[src/rtl/encoder.sv]
// 8-to-3 registered priority encoder with a valid flag (bit 7 has the highest priority).
// Define ENCODER_ERR_EN to add the registered multi-hot error output 'err'.
module encoder (
    input  logic       clk,
    input  logic       rst_n,
    input  logic       en,
    input  logic [7:0] d,
    output logic [2:0] out,
    output logic       valid
`ifdef ENCODER_ERR_EN
    ,
    output logic       err
`endif
);

    logic [2:0] out_q,   out_d;
    logic       valid_q, valid_d;

    // NOTE: every next-state signal gets a default first, so no path through
    // this block can leave one unassigned and infer a latch.
    always_comb begin
        out_d   = out_q;
        valid_d = valid_q;
        if (en) begin
            out_d   = 3'd0;
            valid_d = |d;
            // Ascending scan: the highest set bit is written last and wins.
            for (int i = 0; i < 8; i++) begin
                if (d[i]) begin
                    out_d = 3'(i);
                end
            end
        end
    end

    // NOTE: state registers use non-blocking assignments so that every
    // register samples its next-state value from before the clock edge.
    always_ff @(posedge clk or negedge rst_n) begin
        if (!rst_n) begin
            out_q   <= 3'd0;
            valid_q <= 1'b0;
        end else begin
            out_q   <= out_d;
            valid_q <= valid_d;
        end
    end

    assign out   = out_q;
    assign valid = valid_q;

`ifdef ENCODER_ERR_EN
    logic err_q, err_d;

    // Clearing the lowest set bit leaves something only if two or more bits were set.
    always_comb begin
        err_d = err_q;
        if (en) begin
            err_d = |(d & (d - 8'd1));
        end
    end

    always_ff @(posedge clk or negedge rst_n) begin
        if (!rst_n) begin
            err_q <= 1'b0;
        end else begin
            err_q <= err_d;
        end
    end

    assign err = err_q;
`endif

endmodule

[config.mk]
export PLATFORM = sky130hd
export DESIGN_NAME = encoder
export DESIGN_NICKNAME = d
export VERILOG_FILES = /design/src/rtl/encoder.sv
export SDC_FILE = /design/constraint.sdc
export NUM_CORES = 1
export LEC_CHECK = 0
export CAP_MARGIN = 10
export CORE_AREA = 2 2 39 41
export DETAILED_ROUTE_END_ITERATION = 7
export DIE_AREA = 0 0 41 43
export HOLD_SLACK_MARGIN = 0.05
export SETUP_SLACK_MARGIN = 0.02
export SLEW_MARGIN = 10
export SYNTH_ARGS = -nofsm -noshare
export SYNTH_HDL_FRONTEND = slang
export SYNTH_SLANG_ARGS = --single-unit
[constraint.sdc]
create_clock -name clk -period 0.8 [get_ports clk]
set_clock_uncertainty 0.2 [all_clocks]
set_input_delay 0.24 -clock clk [delete_from_list [all_inputs] [get_ports clk]]
set_output_delay 0.24 -clock clk [all_outputs]
set_load 0.01 [all_outputs]
### Word level (Yosys, flattened, before mapping)

Cells that the tools add are included.

| storage, ports and cells | value |
|---|---|
| register bits after elaboration | 4 |
| bits in latches | 0 |
| bits in writable memories | 0 |
| ROM bits | 0 |
| input bits | 11 |
| output and inout bits | 4 |
| logic and storage cells | 10 |
| memories | 0 |

| cells by class | value |
|---|---|
| $add $sub $neg | 0 |
| multiply operators | 0 |
| div/mod/pow operators | 0 |
| magnitude comparators | 0 |
| equality and inequality tests | 0 |
| shift-type cells | 0 |
| multiplexer cells | 7 |
| bitwise operators | 0 |
| reduce and logical (&&, ||, !) cells | 1 |

Operator list:

| operator | number |
|---|---|
| two-way mux 3 bit | 6 |
| OR reduction 8 bit | 1 |
| two-way mux 1 bit | 1 |

### Logic depth before layout (Yosys ltp)

| depth | value |
|---|---|
| word-level depth | 7 |
| gate-level depth with buffers | 3 |
| mapped depth without buffers | 3 |

### Worst setup path before layout

Ideal clock, no wire load.

| timing | value |
|---|---|
| path type | input -> register |
| from | input d[2] |
| to | register out_q[0] (netlist: out[0]) |
| setup time | 0.082 ns |
| data arrival time | 0.779 ns |
| data required time | 0.518 ns |
| path slack | -0.261 ns |
| stages | 3 |
| path buffers | 0 |
| path through | nand2b_1 a221o_1 a31oi_1 |

| on the way | value |
|---|---|
| longest elaborated chain between the ends | 6 |

RTL lines:

| element | RTL line | source |
|---|---|---|
| from (decl) | 7 | `input logic [7:0] d,` |
| two-way mux 3 bit (6 in a row) | 29 | `if (d[i]) begin` |
| to (signal assigned) | 43 | `out_q <= out_d;` |
| to (decl) | 16 | `logic [2:0] out_q, out_d;` |

Every way passes these cells.
A chain may end at the register's enable or synchronous reset.

### Worst setup path in the final report

| timing | value |
|---|---|
| from | register out_q[2] (netlist: out[2]) |
| to | output out[2] |

RTL lines:

| element | RTL line | source |
|---|---|---|
| to (decl) | 8 | `output logic [2:0] out,` |

No word-level cell between the ends.

==> results.py <==
metrics = {
    "clock_tree": {
        "clk_pin_slew_ns": 0.03,
        "cts_buffers": 3,
        "cts_tree": "built",
        "clkSinkCount": 4,
        "cts_max_level": 1,
        "cts-root-buf": "clkbuf_4",
        "clock_latency_ns": 0.23,
        "clk_path_buf_depth": 2,
    },
    "synth": {
        "synth_seq_cells": 4,
        "synth-simple-area-share": 0.2308,
        "synth_fa_ha_area_frac": 0,
        "synth_area_leader_cell": "dfrtp_1",
        "async_reset_ff_frac": 1.000,
        "yosysWarnings": 0,
        "synth.area.top_cells": "dfrtp_1 51%, nor2_1 13%, a31oi_1 9.6%",
        "synth_top_area_share": 0.5128,
        "seq_area_frac_synth": 0.5128,
        "synthDistinctLibCells": 10,
        "synth_edf_count": 0,
        "synthCells": 23,
        "synth_top_family_by_area": "simple AND/OR/NAND/NOR gates",
        "avgSynthCellArea_um2": 8.486,
        "synth_nets": 34,
        "synthMuxAreaShare": 0,
        "synthTopCellsByCount": "7 x nor2_1, 4 x dfrtp_1, 3 x a31oi_1, 2 x inv_1, 2 x nor4_1",
        "synth.most_common_cell": "nor2_1",
        "syn_area_um2": 195.2,
        "synth_compound_area_frac": 0.1987,
        "synth-xor-area-share": 0,
        "ys.flop_type": "dfrtp_1",
    },
    "finish": {
        "final_cells": 59,
        "diodes": 0,
        "postLayoutCoreUtil": 0.3020,
        "final_area_um2": 417.9,
        "register_area_um2": 100.1,
        "area_growth_pct": 114.1,
        "drive_gt1_frac": 0.5116,
        "fillers": 151,
        "nets": 56,
        "multiInputGateArea_um2": 117.6,
    },
    "place": {
        "dp.cells": 55,
        "gp_congestion": 0.6719,
        "dp_hpwl_um": 414.2,
        "io_buffers": 14,
        "placed_area_um2": 389.1,
        "dp_slack_ns": -0.7490,
    },
    "power": {
        "vdd_drop_max_mv": 0.3693,
        "p_per_area_mw_per_mm2": 1436,
        "leakagePower_nw": 0.1763,
    },
    "critical_path": {
        "critPathArrivalTime_ns": 0.73,
        "cp_max_fo": 2,
        "cp_cell_sequence": "buf_2",
        "critPathKind": "flip-flop to output pin",
        "crit_required_ns": 0.36,
        "slowest_stage": "dfrtp_1",
        "setup.worst_path.end_class": "output pin",
        "critPathMaxStageDelay_ns": 0.36,
        "crit_buf_inv": 1,
        "start_kind": "flip-flop",
        "reg2reg_slack_ns": -0.16,
        "cp_top_family": "flip-flops",
    },
    "floorplanning": {
        "num_rows": 14,
        "num_io_pins": 15,
        "die-area_mm2": 0.001763,
        "die_h_um": 43,
        "start_util": 0.1410,
        "fp.dieW_um": 41,
        "core_area_mm2": 0.001384,
    },
    "sta": {
        "fin_ws_ns": -0.3683,
        "rsz0062_at_grt": "yes",
        "hold_viol": 0,
        "relSlewSlack": 0.8020,
        "setup_viol_count_final": 8,
        "slew_violations": 0,
        "fmax_mhz": 856.0,
        "finalCritPeriodShare": 1.460,
        "finalCriticalPeriod_ns": 1.168,
        "tns_ns": -2.046,
        "max_slew.worst_pin.slew_ns": 0.2970,
    },
    "global_route": {
        "grt_max_degree": 9,
        "grt_first_pass_wirelength_um": 814,
        "grt_overflow": 0,
        "antenna_found_initial": 0,
        "grt_pass1_vias": 232,
        "gr-usage-all-layers": 0.07129,
    },
    "route": {
        "dr_total_vias": 234,
        "drt_iter0_drc": 8,
        "wl_per_cell_um": 8.712,
        "wl_um": 514,
        "drc": 0,
        "first_pass_iters": 4,
        "via_per_inst": 3.966,
        "ant_nets": 0,
    },
    "run_status": {
        "status": "finished, violations left",
        "failed_checks": "negative setup slack",
    },
    "worst_hold_path": {
        "hold_path.class": "input pin to asynchronous set/reset pin",
    },
    "run": {
        "cap_violations": 0,
    },
}
## stage by stage
stage               hold WS [ns]  total power, mW
finish                   0.01390           0.6001
detailed placement        0.2538           0.3616
CTS                      0.01032           0.6028
global route             0.02735           0.6429
floorplan                -0.2556           0.2574
global placement          0.2523           0.3599
## path summary, 6_finish.rpt
| check | endpoint | startpoint | cells after the start |
|---|---|---|---|
| max | out[2] | out[2] | 1 |
| min | valid | rst_n | 1 |
| max reg2reg | out[0] | out[0] | 3 |
| min reg2reg | valid | valid | 2 |
| max in group asynchronous | out[0] | rst_n | 1 |
| min in group clk | valid | d[2] | 3 |
## cell type report
type	instances	share of cell area
tap	16	0.04790
inverter	2	0.01796
multi-input combinational	16	0.2814
sequential	4	0.2395
timing repair buffer	18	0.3593
clock buffer	3	0.05389
## where the power goes
part	switching, mW	leakage (nW)	internal [mW]
combinational	0.0586	0.124	0.0822
clock	0.0717	0.0138	0.167
sequential	0.00589	0.0384	0.215
## timing repair
item,in CTS,in global routing
resized for setup,49,3
setup buffers,2,0
hold endpoints to repair,4,4
endpoints found under the setup margin,8,8
pin swaps,5,2
## routing by layer
metal,GRT usage,share of wire
met4,0.1000,0
met3,0.005236,0.14
met5,0,0
met1,0.08360,0.42
met2,0.09063,0.45
## flip-flops by register name (all words and copies together) (netlist names)
register / cells
out: 3
valid: 1
## layout by cell type (no fill, tap or decap), drive strengths merged
master and n:
inv 2, nor2 7, nor4 2, clkdlybuf4s50 1, dlygate4sd2 2, clkdlybuf4s15 2
dfrtp 4, clkbuf 3, nand2b 1, a21oi 1, a31oi 3, a221o 1
o21ai 1, buf 13
## worst register-to-register path, cell delays in order, from the launching register on
cell	delay, ns
dfrtp_1	0.38
buf_4	0.14
nor2_2	0.07
a31oi_1	0.04
## logic make-up after synthesis
group	count (synthesis)
and+or+nand+nor	10
AOI/OAI and AO/OA	6
DFF	4
buffers and inverters	3
(Power assumes the default switching activity.)
==> patch 1, RTL diff (same settings) <==
Put one more register stage on the output `valid`, with the module's reset. The value now appears one clock later. The other outputs are not delayed to match. Comments in the files are not updated.
--- a/src/rtl/encoder.sv
+++ b/src/rtl/encoder.sv
@@ -47,5 +47,11 @@
 
     assign out   = out_q;
-    assign valid = valid_q;
+    always_ff @(posedge clk or negedge rst_n) begin
+        if (!rst_n) begin
+            valid <= '0;
+        end else begin
+            valid <= valid_q;
+        end
+    end
 
 `ifdef ENCODER_ERR_EN
Formal check against the unedited RTL: not equivalent (Yosys sat finds a counterexample within 4 cycles, from zero or initial values and one cycle with rst_n low).
==> patch 1 against the unedited design <==
The run still ends with negative setup slack left; largest cell class unchanged; clock power up 20%; highest routed layer unchanged; total power up 17%; sequential cell count up 1; die area unchanged; cell area up 5.1%; wire length up 7.6%; critical endpoint is now out[1]; utilization up 1.5 points; setup slack worse by 0.027 ns; synthesized area up 13%; via count up 4.3%; global-route usage up 1.3 points.
==> patch 1: results (changes against the unedited design) <==
stage	metric	value	unit	change
status	outcome	complete, but fails checks		unchanged
status	violations	negative setup slack		unchanged
placement	routabilityCongestion	0.695		was 0.672
route	viasPerCell	4.07		was 3.97
cells_and_area	final-clk-cell-share	5.98	%	was 5.39%
placement	dp_slack	-0.731	ns	was -0.749 ns
timing	tightest_slew	0.231	ns	was 0.297 ns
worst_setup_path	path_max_fanout	2		unchanged
power	p_leak	0.182	nW	was 0.176 nW
timing	tns	-1.95	ns	was -2.05 ns
worst_setup_path	critical_path.max_stage_delay	0.39	ns	was 0.36 ns
cells_and_area	clkbuf_count	4		was 3
cts	root_buffer	clkbuf_4		unchanged
route	drt_pass1_iterations	2		was 4
worst_setup_path	cp.arrival	0.75	ns	was 0.73 ns
cells_and_area	area_growth	99.4	%	was 114%
power	ir_drop	0.522	mV	was 0.369 mV
cells_and_area	buffers	17		was 18
logic_synthesis	synth_nets	35		was 34
route	drt_iter0_drc	2		was 8
global_routing	grt_pass1_vias	249		was 232
logic_synthesis	syn_avg_cell_area	9.18	µm²	was 8.49 µm²
logic_synthesis	yosys-top-cells-count	7 x nor2_1, 5 x dfrtp_1, 3 x a31oi_1		was 7 x nor2_1, 4 x dfrtp_1, 3 x a31oi_1
cells_and_area	drive_above_1_share	50.0	%	was 51.2%
global_routing	grt_pass1_wl	966	µm	was 814 µm
cells_and_area	nonClkBufAreaFrac	31.3	%	was 35.9%
die	coreArea	1380	µm²	unchanged
route	wl_per_cell	9.22	µm	was 8.71 µm
cts	clk_path_buf_depth	2		unchanged
route	met3_length	61	µm	was 70 µm
timing	timing.final.ws_setup	-0.395	ns	was -0.368 ns
cells_and_area	multi_input_area	123	µm²	was 118 µm²
route	dr.max_layer_used	met3		unchanged
global_routing	grt_use_met1	9.09	%	was 8.36%
global_routing	track_usage	8.46	%	was 7.13%
route	wl_met1	213	µm	was 215 µm
cells_and_area	seq_share	28.5	%	was 24.0%
global_routing	met3_usage	5.24	%	was 0.524%
logic_synthesis	dominantRegCellSynth	dfrtp_1		unchanged
logic_synthesis	synth_seq_cells	5		was 4
cts	clk_pin_slew	0.04	ns	
logic_synthesis	seq_area_frac_synth	56.8	%	was 51.3%
route	via_count	244		was 234
logic_synthesis	synth-compound-area-share	17.6	%	was 19.9%
placement	postPlaceCellArea	414	µm²	was 389 µm²
global_routing	use_met2	11.6	%	was 9.06%
logic_synthesis	synth-async-reset-ratio	100	%	unchanged
placement	dp.cells	56		was 55
worst_setup_path	crit_slowest_cell	dfrtp_1		unchanged
cells_and_area	largest_reg_flops	3		unchanged
cells_and_area	fillers	159		was 151
route	dr_wl_met2	278	µm	was 229 µm
timing	final-setup-viol-count	8		unchanged
logic_synthesis	ys_top_cells_by_area	dfrtp_1 57%, nor2_1 12%, a31oi_1 8.5%, nor4_1 5.7%, a221o_1 4.5%		was dfrtp_1 51%, nor2_1 13%, a31oi_1 9.6%, nor4_1 6.4%, a221o_1 5.1%
cts	cts_buffers	3		unchanged
==> patch 1: final timing paths <==
path                              start       to  slack, ns  cells after the start
worst max-delay path             out[1]   out[1]      -0.39                      1
worst min-delay path              rst_n   out[2]       0.02                      1
worst max register to register   out[1]   out[1]      -0.15                      3
worst min register to register  valid_q    valid       0.18                      0
max in group asynchronous         rst_n   out[1]       0.19                      1
min in group clk                   d[2]  valid_q       0.06                      3
==> patch 1: power by group <==
part | switching (mW) | total (mW) | internal [mW] | leakage [nW]
Clock | 0.0986 | 0.287 | 0.188 | 0.0150
Combinational | 0.0612 | 0.141 | 0.0803 | 0.120
Sequential | 0.00694 | 0.272 | 0.265 | 0.0472
Total | 0.167 | 0.700 | 0.534 | 0.182
==> patch 1: repair_timing <==
item	4_1_cts	5_1_grt
gates resized for setup	50	8
setup buffers	1	0
endpoints found under the hold margin	5	5
pin swaps	5	3
endpoints found under the setup margin	8	8
==> patch 2, RTL diff (config.mk and constraints unchanged) <==
Without the edit above. The option `ENCODER_ERR_EN` is turned on by a define.
--- a/src/rtl/encoder.sv
+++ b/src/rtl/encoder.sv
@@ -1,4 +1,6 @@
 // 8-to-3 registered priority encoder with a valid flag (bit 7 has the highest priority).
 // Define ENCODER_ERR_EN to add the registered multi-hot error output 'err'.
+`define ENCODER_ERR_EN
+
 module encoder (
     input  logic       clk,
Check against the original RTL (old outputs only; new: err): equivalent (equiv_simple and equiv_induct, registers matched by name and starting in step).
==> patch 2 against the unedited design <==
The flow still finishes with violations (negative setup slack); cell area is 65% higher; sequential cell count rose by 1; wire length increased by 100%; synthesized area up 54%; sequential power increased by 25%; total power is 38% higher; setup slack got worse by 0.35 ns; global-route usage rose by 5.9 points; die area did not move; via count is 68% higher; critical path type is now in -> reg.
==> patch 2: results (changes against the unedited design) <==
stage	metric	value	unit	change
status	outcome	complete, but fails checks		unchanged
status	violations	negative setup slack		unchanged
timing	final-setup-viol-count	10		was 8
worst_setup_path	startpoint_type	input pin		was register
timing	tightest_slew	0.251	ns	was 0.297 ns
worst_setup_path	cp.arrival	1.44	ns	was 0.73 ns
logic_synthesis	ys_top_cells_by_area	dfrtp_1 41%, nor2_1 8.7%, a21oi_1 6.6%, nor3_1 5.0%, a2111oi_2 5.0%		was dfrtp_1 51%, nor2_1 13%, a31oi_1 9.6%, nor4_1 6.4%, a221o_1 5.1%
cells_and_area	nNetsFinal	81		was 56
placement	dp.cells	79		was 55
timing	timing.final.ws_setup	-0.713	ns	was -0.368 ns
cells_and_area	fillers	141		was 151
placement	dp_hpwl	774	µm	was 414 µm
logic_synthesis	synth_nets	46		was 34
route	viasPerCell	4.62		was 3.97
logic_synthesis	yosys-top-cells-count	7 x nor2_1, 5 x dfrtp_1, 4 x a21oi_1		was 7 x nor2_1, 4 x dfrtp_1, 3 x a31oi_1
power	p_leak	0.277	nW	was 0.176 nW
placement	port-buffer-count	15		was 14
global_routing	use_met2	22.8	%	was 9.06%
global_routing	grt_pass1_wl	1.54	mm	was 814 µm
route	drt_iter0_drc	4		was 8
cells_and_area	drive_above_1_share	68.1	%	was 51.2%
placement	routabilityCongestion	0.715		was 0.672
logic_synthesis	synth_cell_types	17		was 10
worst_setup_path	crit_slowest_cell	or4_4		was dfrtp_1
worst_setup_path	r2r.worst_path.cells	4		was 3
global_routing	grt_pass1_vias	408		was 232
cells_and_area	final_cell_count_no_fill	85		was 59
patch 2: final timing paths:
path                       start      to  slack [ns]
setup / recovery            d[1]     err       -0.71
hold / removal             rst_n     err        0.04
setup reg to reg             err     err       -0.28
hold reg to reg            valid   valid        0.34
max in group asynchronous  rst_n  out[0]        0.17
min in group clk              en     err        0.17
patch 2: stage by stage:
step / hold WS, ns / instance area (µm²) / TNS [ns] / setup slack, ns / util [%]
floorplan: -0.256 / 347 / -1.56 / -0.830 / -
global placement: 0.283 / 617 / -7.70 / -1.29 / 44.6
detailed placement: 0.285 / 617 / -7.77 / -1.32 / 44.6
CTS: 0.0314 / 631 / -3.90 / -0.769 / 45.6
global route: 0.0394 / 691 / -3.65 / -0.748 / 49.9
finish: 0.0353 / 691 / -3.43 / -0.713 / 49.9
patch 2: power groups by stage:
stage	clock, mW	combinational [mW]	sequential, mW
after detailed placement	0	0.246	0.279
after global routing	0.299	0.294	0.278
after CTS	0.287	0.234	0.275
after global placement	0	0.245	0.278
after floorplan	0	0.0560	0.286
final	0.280	0.274	0.277
patch 2: layer usage:
| layer | up-vias | wire (µm) |
|---|---|---|
| li1 | 199 | - |
| met1 | 182 | 372 |
| met2 | 10 | 609 |
| met3 | 2 | 50 |
| met4 | 0 | 10 |
| met5 | - | 0 |
patch 2: logic make-up (layout without fill, tap and decap cells):
kind of cell	count (synthesis)	count (layout)	synth area share, %
AO/OA/AOI/OAI	11	11	25.7
adder cells (fa/ha/maj)	1	1	3.32
flip-flops	5	5	41.5
buffers and inverters	3	37	3.73
AND/OR/NAND/NOR	15	15	25.7
patch 2: critical path, delay by kind of cell:
family                 cells  cell delay, ns
AO/OA/AOI/OAI              2            0.46
buffers and inverters      1            0.09
AND/OR/NAND/NOR            2            0.65
patch 2: layout make-up:
| cell class | instances | area, µm² | area share [%] |
|---|---|---|---|
| Inverter | 2 | 7.51 | 1.09 |
| Multi-Input combinational cell | 27 | 260 | 37.7 |
| Clock buffer | 4 | 26.3 | 3.80 |
| Tap cell | 16 | 20.0 | 2.90 |
| Sequential cell | 5 | 125 | 18.1 |
| Timing Repair Buffer | 31 | 251 | 36.4 |
patch 2: what timing repair did:
action                                  in CTS  in global routing
resized for setup                           56                 24
endpoints found under the setup margin      10                 10
endpoints found under the hold margin        5                  5
buffers inserted                             1                  2
pin swaps                                    7                  9
